File: config.mk
export PLATFORM = sky130hd
export DESIGN_NAME = clk_tick_divider
export DESIGN_NICKNAME = d
export VERILOG_FILES = /design/src/rtl/clk_tick_divider.sv
export SDC_FILE = /design/constraint.sdc
export NUM_CORES = 1
export LEC_CHECK = 0
export ABC_AREA = 1
export CORE_ASPECT_RATIO = 1.25
export CORE_MARGIN = 1
export CORE_UTILIZATION = 32
export CTS_CLUSTER_SIZE = 10
export DETAILED_ROUTE_END_ITERATION = 7
export PLACE_DENSITY = 0.62
export SETUP_SLACK_MARGIN = 0.3
export SYNTH_ARGS = -nofsm -noshare
export SYNTH_HDL_FRONTEND = slang
export SYNTH_SLANG_ARGS = --single-unit
File: constraint.sdc
create_clock -name clk_100M -period 5.1 [get_ports clk_100M]
set_clock_uncertainty 0.15 [all_clocks]
set_input_delay 1.02 -clock clk_100M [delete_from_list [all_inputs] [get_ports clk_100M]]
set_output_delay 1.02 -clock clk_100M [all_outputs]
set_load 0.005 [all_outputs]
File: src/rtl/clk_tick_divider.sv
// Programmable single-cycle tick generator with 50% square wave and wrapping tick counter.
// Divisor reloads take effect only at period boundaries, so every period is full length.
module clk_tick_divider #(
    parameter int unsigned DIV_W       = 32,
    parameter int unsigned CNT_W       = 16,
    parameter int unsigned DEFAULT_DIV = 100000
) (
    input  logic             clk_100M,
    input  logic             rst,
    input  logic             enable,
    input  logic             div_load,
    input  logic [DIV_W-1:0] div_value,
    output logic             tick,
    output logic             clk_sq,
    output logic [CNT_W-1:0] tick_count,
    output logic [DIV_W-1:0] div_active,
    output logic             load_ack,
    output logic             load_err
);

    localparam logic [DIV_W-1:0] DIV_RESET = DIV_W'(DEFAULT_DIV);
    localparam logic [DIV_W-1:0] DIV_MIN   = DIV_W'(2);

    logic [DIV_W-1:0] cnt_q, cnt_d;
    logic [DIV_W-1:0] pending_q, pending_d;
    logic             pending_valid_q, pending_valid_d;
    logic             tick_q, tick_d;
    logic             clk_sq_q, clk_sq_d;
    logic [CNT_W-1:0] tick_count_q, tick_count_d;
    logic [DIV_W-1:0] div_active_q, div_active_d;
    logic             load_ack_q, load_ack_d;
    logic             load_err_q, load_err_d;

    logic terminal;
    logic period_end;
    logic apply;
    logic load_ok;
    logic load_bad;

    assign terminal   = (cnt_q == div_active_q - DIV_W'(1));
    assign period_end = enable && terminal;
    // A pending divisor lands either on a period boundary or immediately while idle.
    assign apply      = pending_valid_q && (!enable || terminal);
    assign load_ok    = div_load && (div_value >= DIV_MIN);
    assign load_bad   = div_load && (div_value < DIV_MIN);

    always_comb begin
        cnt_d           = cnt_q;
        pending_d       = pending_q;
        pending_valid_d = pending_valid_q;
        clk_sq_d        = clk_sq_q;
        tick_count_d    = tick_count_q;
        div_active_d    = div_active_q;
        tick_d          = period_end;
        load_ack_d      = apply;
        load_err_d      = load_bad;

        if (period_end) begin
            cnt_d        = '0;
            clk_sq_d     = ~clk_sq_q;
            tick_count_d = tick_count_q + CNT_W'(1);
        end else if (enable) begin
            cnt_d = cnt_q + DIV_W'(1);
        end

        if (apply) begin
            cnt_d           = '0;
            div_active_d    = pending_q;
            pending_valid_d = 1'b0;
        end

        // A fresh load on the apply edge refills pending for the following boundary.
        if (load_ok) begin
            pending_d       = div_value;
            pending_valid_d = 1'b1;
        end
    end

    always_ff @(posedge clk_100M) begin
        if (rst) begin
            cnt_q           <= '0;
            pending_q       <= DIV_RESET;
            pending_valid_q <= 1'b0;
            tick_q          <= 1'b0;
            clk_sq_q        <= 1'b0;
            tick_count_q    <= '0;
            div_active_q    <= DIV_RESET;
            load_ack_q      <= 1'b0;
            load_err_q      <= 1'b0;
        end else begin
            cnt_q           <= cnt_d;
            pending_q       <= pending_d;
            pending_valid_q <= pending_valid_d;
            tick_q          <= tick_d;
            clk_sq_q        <= clk_sq_d;
            tick_count_q    <= tick_count_d;
            div_active_q    <= div_active_d;
            load_ack_q      <= load_ack_d;
            load_err_q      <= load_err_d;
        end
    end

    assign tick       = tick_q;
    assign clk_sq     = clk_sq_q;
    assign tick_count = tick_count_q;
    assign div_active = div_active_q;
    assign load_ack   = load_ack_q;
    assign load_err   = load_err_q;

endmodule

Word level (Yosys, flattened, before mapping) --
Index checks and enable logic that the tools add are counted.
Word-level totals: register bits after elaboration 117, output and inout port bits 52, logic and storage cells 26
Operators by class: add/subtract/negate cells 3, order comparisons 2, eq/ne operators 1, muxes and demuxes 2, bitwise logic cells 1, reductions and logical operators 8
Operator list (count):
- 32-bit by 1-bit adder with 32-bit output, second input constant | 1
- 32-bit equality test | 1
- 32-bit by 2-bit >= comparator with 1-bit output, second input constant | 1
- 32-bit by 2-bit < comparator with 1-bit output, second input constant | 1
- 32-bit by 1-bit subtractor with 32-bit output, second input constant | 1
- 16-bit by 1-bit adder with 16-bit output, second input constant | 1
- 1-bit logical AND | 4
- 3-bit OR reduction | 1
- 1-bit 2-to-1 mux | 2
- 2-bit nonzero test | 1
- 1-bit zero test | 1
- 1-bit logical OR | 1
- 1-bit inverter | 1

Logic depth before layout (Yosys ltp) --
depth in word-level cells 6, gate-level depth with buffers 20, gate-level depth less buffers 20

Worst setup path before layout --
No wires, ideal clock.
kind input -> register, start in enable, end reg cnt_q[28], setup time 0.116 ns, arrival time 2.690 ns, data required time 4.834 ns, setup slack 2.144 ns, stages on the path 13, cells stage by stage buf_2 -> nand2_1 -> nor2_1 -> nand2_1 -> inv_1 -> nand2_1 -> inv_1 -> nand4_1 -> nor3_1 -> nand4_1 -> nor3_1 -> xor2_1 -> nor2_1
Between the ends: cells in the longest elaborated chain, start to end 4
RTL lines:
- start: declaration | line 10 | input logic enable,
- 1-bit zero test | line 43 | assign apply = pending_valid_q && (!enable || terminal);
- 1-bit logical OR | line 43
- 1-bit logical AND | line 43
- 3-bit OR reduction (no source line)
- end signal: assignment | line 91 | cnt_q <= cnt_d;
- end: declaration | line 24 | logic [DIV_W-1:0] cnt_q, cnt_d;
Several ways; a longest one is shown, not always the timed one. A chain may end at the register's enable or synchronous reset.

Final worst setup path --
start reg div_active_q[0] (netlist: div_active[0]), end reg cnt_q[0]
Between the ends: cells in the longest elaborated chain, start to end 5
RTL lines:
- start: declaration | line 30 | logic [DIV_W-1:0] div_active_q, div_active_d;
- start signal: assignment | line 97 | div_active_q <= div_active_d;
- 32-bit by 1-bit subtractor with 32-bit output (*) | line 40 | assign terminal = (cnt_q == div_active_q - DIV_W'(1));
- 32-bit equality test (*) | line 40
- 1-bit logical OR | line 43
- 1-bit logical AND | line 43
- 3-bit OR reduction (no source line) (*)
Every way passes the cells marked *; elsewhere a longest branch is shown, timed or not.

==> results by group <==
Timing
  – Final setup viols: 0
  – Slew headroom: 52.8%
  – Pins over their slew limit: 0
  – Max Clk Rate: 277 MHz
  – Final Hold Vio Count: 0
  – RSZ-0062 raised after global routing: no
  – Slew @ Worst Pin: 708 ps
  – Setup total negative slack: 0 ps
  – Final period util: 70.7%
  – Final WS setup: 1500 ps
  – Tmin final: 3600 ps

Layout
  – Layout cells sized above 1: 6.24%
  – Final nets: 1195
  – Final core area utilization: 40.1%
  – Layout area overhead: 23.2%
  – N_diodes: 0

Routing
  – Routed Antenna Nets: 0
  – WL per Instance: 13.4 um
  – # DRC: 0
  – Via/cell ratio: 4.76
  – TritonRoute pass-1 iters: 5
  – Routed wire length: 19400 um
  – Via count: 6899
  – DR iter-0 viols: 466

Power and ir drop
  – Power density cells: 286 nW/um^2
  – Combinational Power Share: 13.0%
  – Clock Power Share: 46.9%
  – Internal power: 1.78 mW
  – Worst VDD drop: 0.000215 V
  – Sequential Power Share: 40.1%
  – Total power: 2.46 mW
  – Psw: 682 uW
  – Sw Ratio: 27.7%
  – Pleak: 3.53 nW

Clock network
  – CTS root buf: clkbuf_16
  – H-tree level count: 4
  – Sinks on Clock Net: 117
  – TritonCTS clock tree: yes
  – Skew-Pair Late Insertion Delay: 420 ps
  – CTS buffer count: 17
  – CTS Buffer Depth: 2
  – Post-CTS Setup Bufs: 0
  – Clock slew seen by the registers of the worst setup and hold paths: 60 ps
  – Cts repair resizes: 0
  – CTS Hold Buffers Added: 0

Global route
  – Pin count of the biggest net entering global routing: 75
  – Vias in the first global route: 6357
  – First-pass GRT wire length: 31700 um
  – Initial antenna violation count: 0
  – Overflow after GRT: 0
  – GRT Util Overall: 17.9%

Logic synthesis
  – Post-synth top area cell: dfxtp_1
  – Synth warnings: 0
  – Synthesized cell area: 7000 sq um
  – Synthesized net count: 1123
  – Top cells by area, synth: dfxtp_1 33%, nand2_1 14%, nor2_1 9.0%
  – Mapped Avg Cell Area: 6.45 sq um
  – Seq cells post-synth: 117
  – Register area share after synthesis: 33.5%
  – Yosys top cell area share: 33.5%
  – Synth Instances: 1084
  – Unique masters post-synth: 36

Die
  – Starting Density: 32.6%
  – Site row count: 60
  – IO Pins: 88
  – Die H: 167 um
  – Core area: 21500 sq um
  – Die footprint: 22500 sq um
  – Die width: 134 um

Critical path
  – Critical path peak fanout: 59
  – Crit end category: flip-flop
  – CP Launch Type: flip-flop
  – Worst Path Arrival: 3730 ps
  – Setup CP Type: reg -> reg
  – Required time of the critical path: 5220 ps

Place
  – IO Port Bufs: 87
  – Pre-CTS setup slack: 1320 ps
  – GP Congestion: 0.917
  – HPWL after detailed placement: 14900 um

Status
  – Status: completed

Worst hold path
  – Worst hold path class: reg -> reg

Job
  – Max Cap Viol: 0
## layout make-up
cell class | count | area [sq um]
Clock buffer | 19 | 453
Clock inverter | 13 | 123
Fill cell | 2332 | 12900
Inverter | 139 | 522
Multi-Input combinational cell | 789 | 3920
Sequential cell | 117 | 2340
Tap cell | 279 | 349
Timing Repair Buffer | 92 | 908
## synth_stat cells, drive strengths merged
master  count
nor4b       1
xor2       39
and3        1
nor2      182
nand4      33
nand2     270
nor4       12
buf        16
clkinv      2
dfxtp     117
ha          3
clkbuf     23
xnor3       1
nand3b     12
a21oi      61
a31oi       1
nor2b       1
inv       137
nand3      90
o21ai      41
o21bai      4
xnor2      20
nor3       17
## stage by stage
| step | instances | area [sq um] | hold slack (ps) |
|---|---|---|---|
| after global routing | 1448 | 8620 | 318 |
| after CTS | 1448 | 8620 | 304 |
| after floorplan | 1084 | 7000 | 280 |
| final | 1448 | 8620 | 301 |
| after global placement | 1416 | 8040 | 290 |
| after detailed placement | 1416 | 8040 | 296 |
## worst max-delay path: stages (launching register included)
cell     delay, ps
dfxtp_1        330
inv_1          110
ha_1           280
nand2_4        130
nor2_4         240
nand2_1         80
nand2_1        100
nand2_1         50
nor2_1         130
nand4_1        100
nor2_1          90
nand2_1        120
nor2_4         180
nand2_4         70
nand2_4        460
nand2_4        170
nand3_2        510
nor2_1         100
## cells by family (layout without fill, tap and decap cells)
| group | Yosys count | after routing | synth area share (%) |
|---|---|---|---|
| xor+xnor | 60 | 60 | 7.71 |
| buf+inv | 178 | 263 | 10.5 |
| fa+ha+maj | 3 | 3 | 0.537 |
| simple gates | 619 | 619 | 39.7 |
| flops | 117 | 117 | 33.5 |
| compound gates | 107 | 107 | 8.08 |
## sequential cells by signal (all words and copies together) (netlist names)
signal,cells
cnt_q,32
pending_valid_q,1
tick,1
clk_sq,1
div_active,32
tick_count,16
pending_q,32
load_ack,1
load_err,1
## per-layer routing
layer	vias up	global-route usage (%)	share of wire (%)
met5	-	0	0
met4	0	9.97	4.2
met3	39	2.88	4.9
met2	196	29.3	47
met1	3072	22.3	44
li1	3592	-	-
## layout by cell type, fill, tap and decap left out, types with 2 or more instances in the layout
| cell | n |
|---|---|
| nand2_1 | 260 |
| inv_1 | 136 |
| nor4_1 | 12 |
| xnor2_1 | 20 |
| clkinv_4 | 3 |
| clkinv_1 | 2 |
| nand2_2 | 6 |
| clkbuf_8 | 2 |
| nand4_1 | 32 |
| nor2_4 | 4 |
| a21oi_2 | 5 |
| o21ai_0 | 39 |
| nand3_1 | 87 |
| clkbuf_16 | 17 |
| o21ai_1 | 2 |
| buf_4 | 5 |
| xor2_1 | 39 |
| nand3b_1 | 12 |
| nand2_4 | 4 |
| o21bai_1 | 4 |
| ha_1 | 3 |
| clkdlybuf4s50_1 | 87 |
| nand3_2 | 3 |
| clkinvlp_4 | 4 |
| nor2_8 | 2 |
| a21oi_1 | 56 |
| nor3_1 | 17 |
| clkinv_2 | 2 |
| nor2_1 | 167 |
| dfxtp_1 | 116 |
| inv_6 | 3 |
| nor2_2 | 9 |
## final timing paths
check / start / endpoint / slack, ps / depth (start not counted)
worst max-delay path: div_active[0]$_SDFFE_PP0P_ / cnt_q[0]$_SDFFE_PP0P_ / 1500 / 17
worst min-delay path: pending_q[14]$_SDFFE_PP0P_ / pending_q[14]$_SDFFE_PP0P_ / 300 / 2
worst max register to register: div_active[0]$_SDFFE_PP0P_ / cnt_q[0]$_SDFFE_PP0P_ / 1500 / 17
worst min register to register: pending_q[14]$_SDFFE_PP0P_ / pending_q[14]$_SDFFE_PP0P_ / 300 / 2
## power groups by stage
stage	Sequential [mW]	Clock, mW	Combinational (mW)
floorplan	0.994	0	0.219
global route	0.991	1.22	0.361
CTS	0.986	1.17	0.321
detailed placement	1.01	0	0.319
global placement	1.01	0	0.315
finish	0.986	1.15	0.319
(Power assumes the default switching activity.)
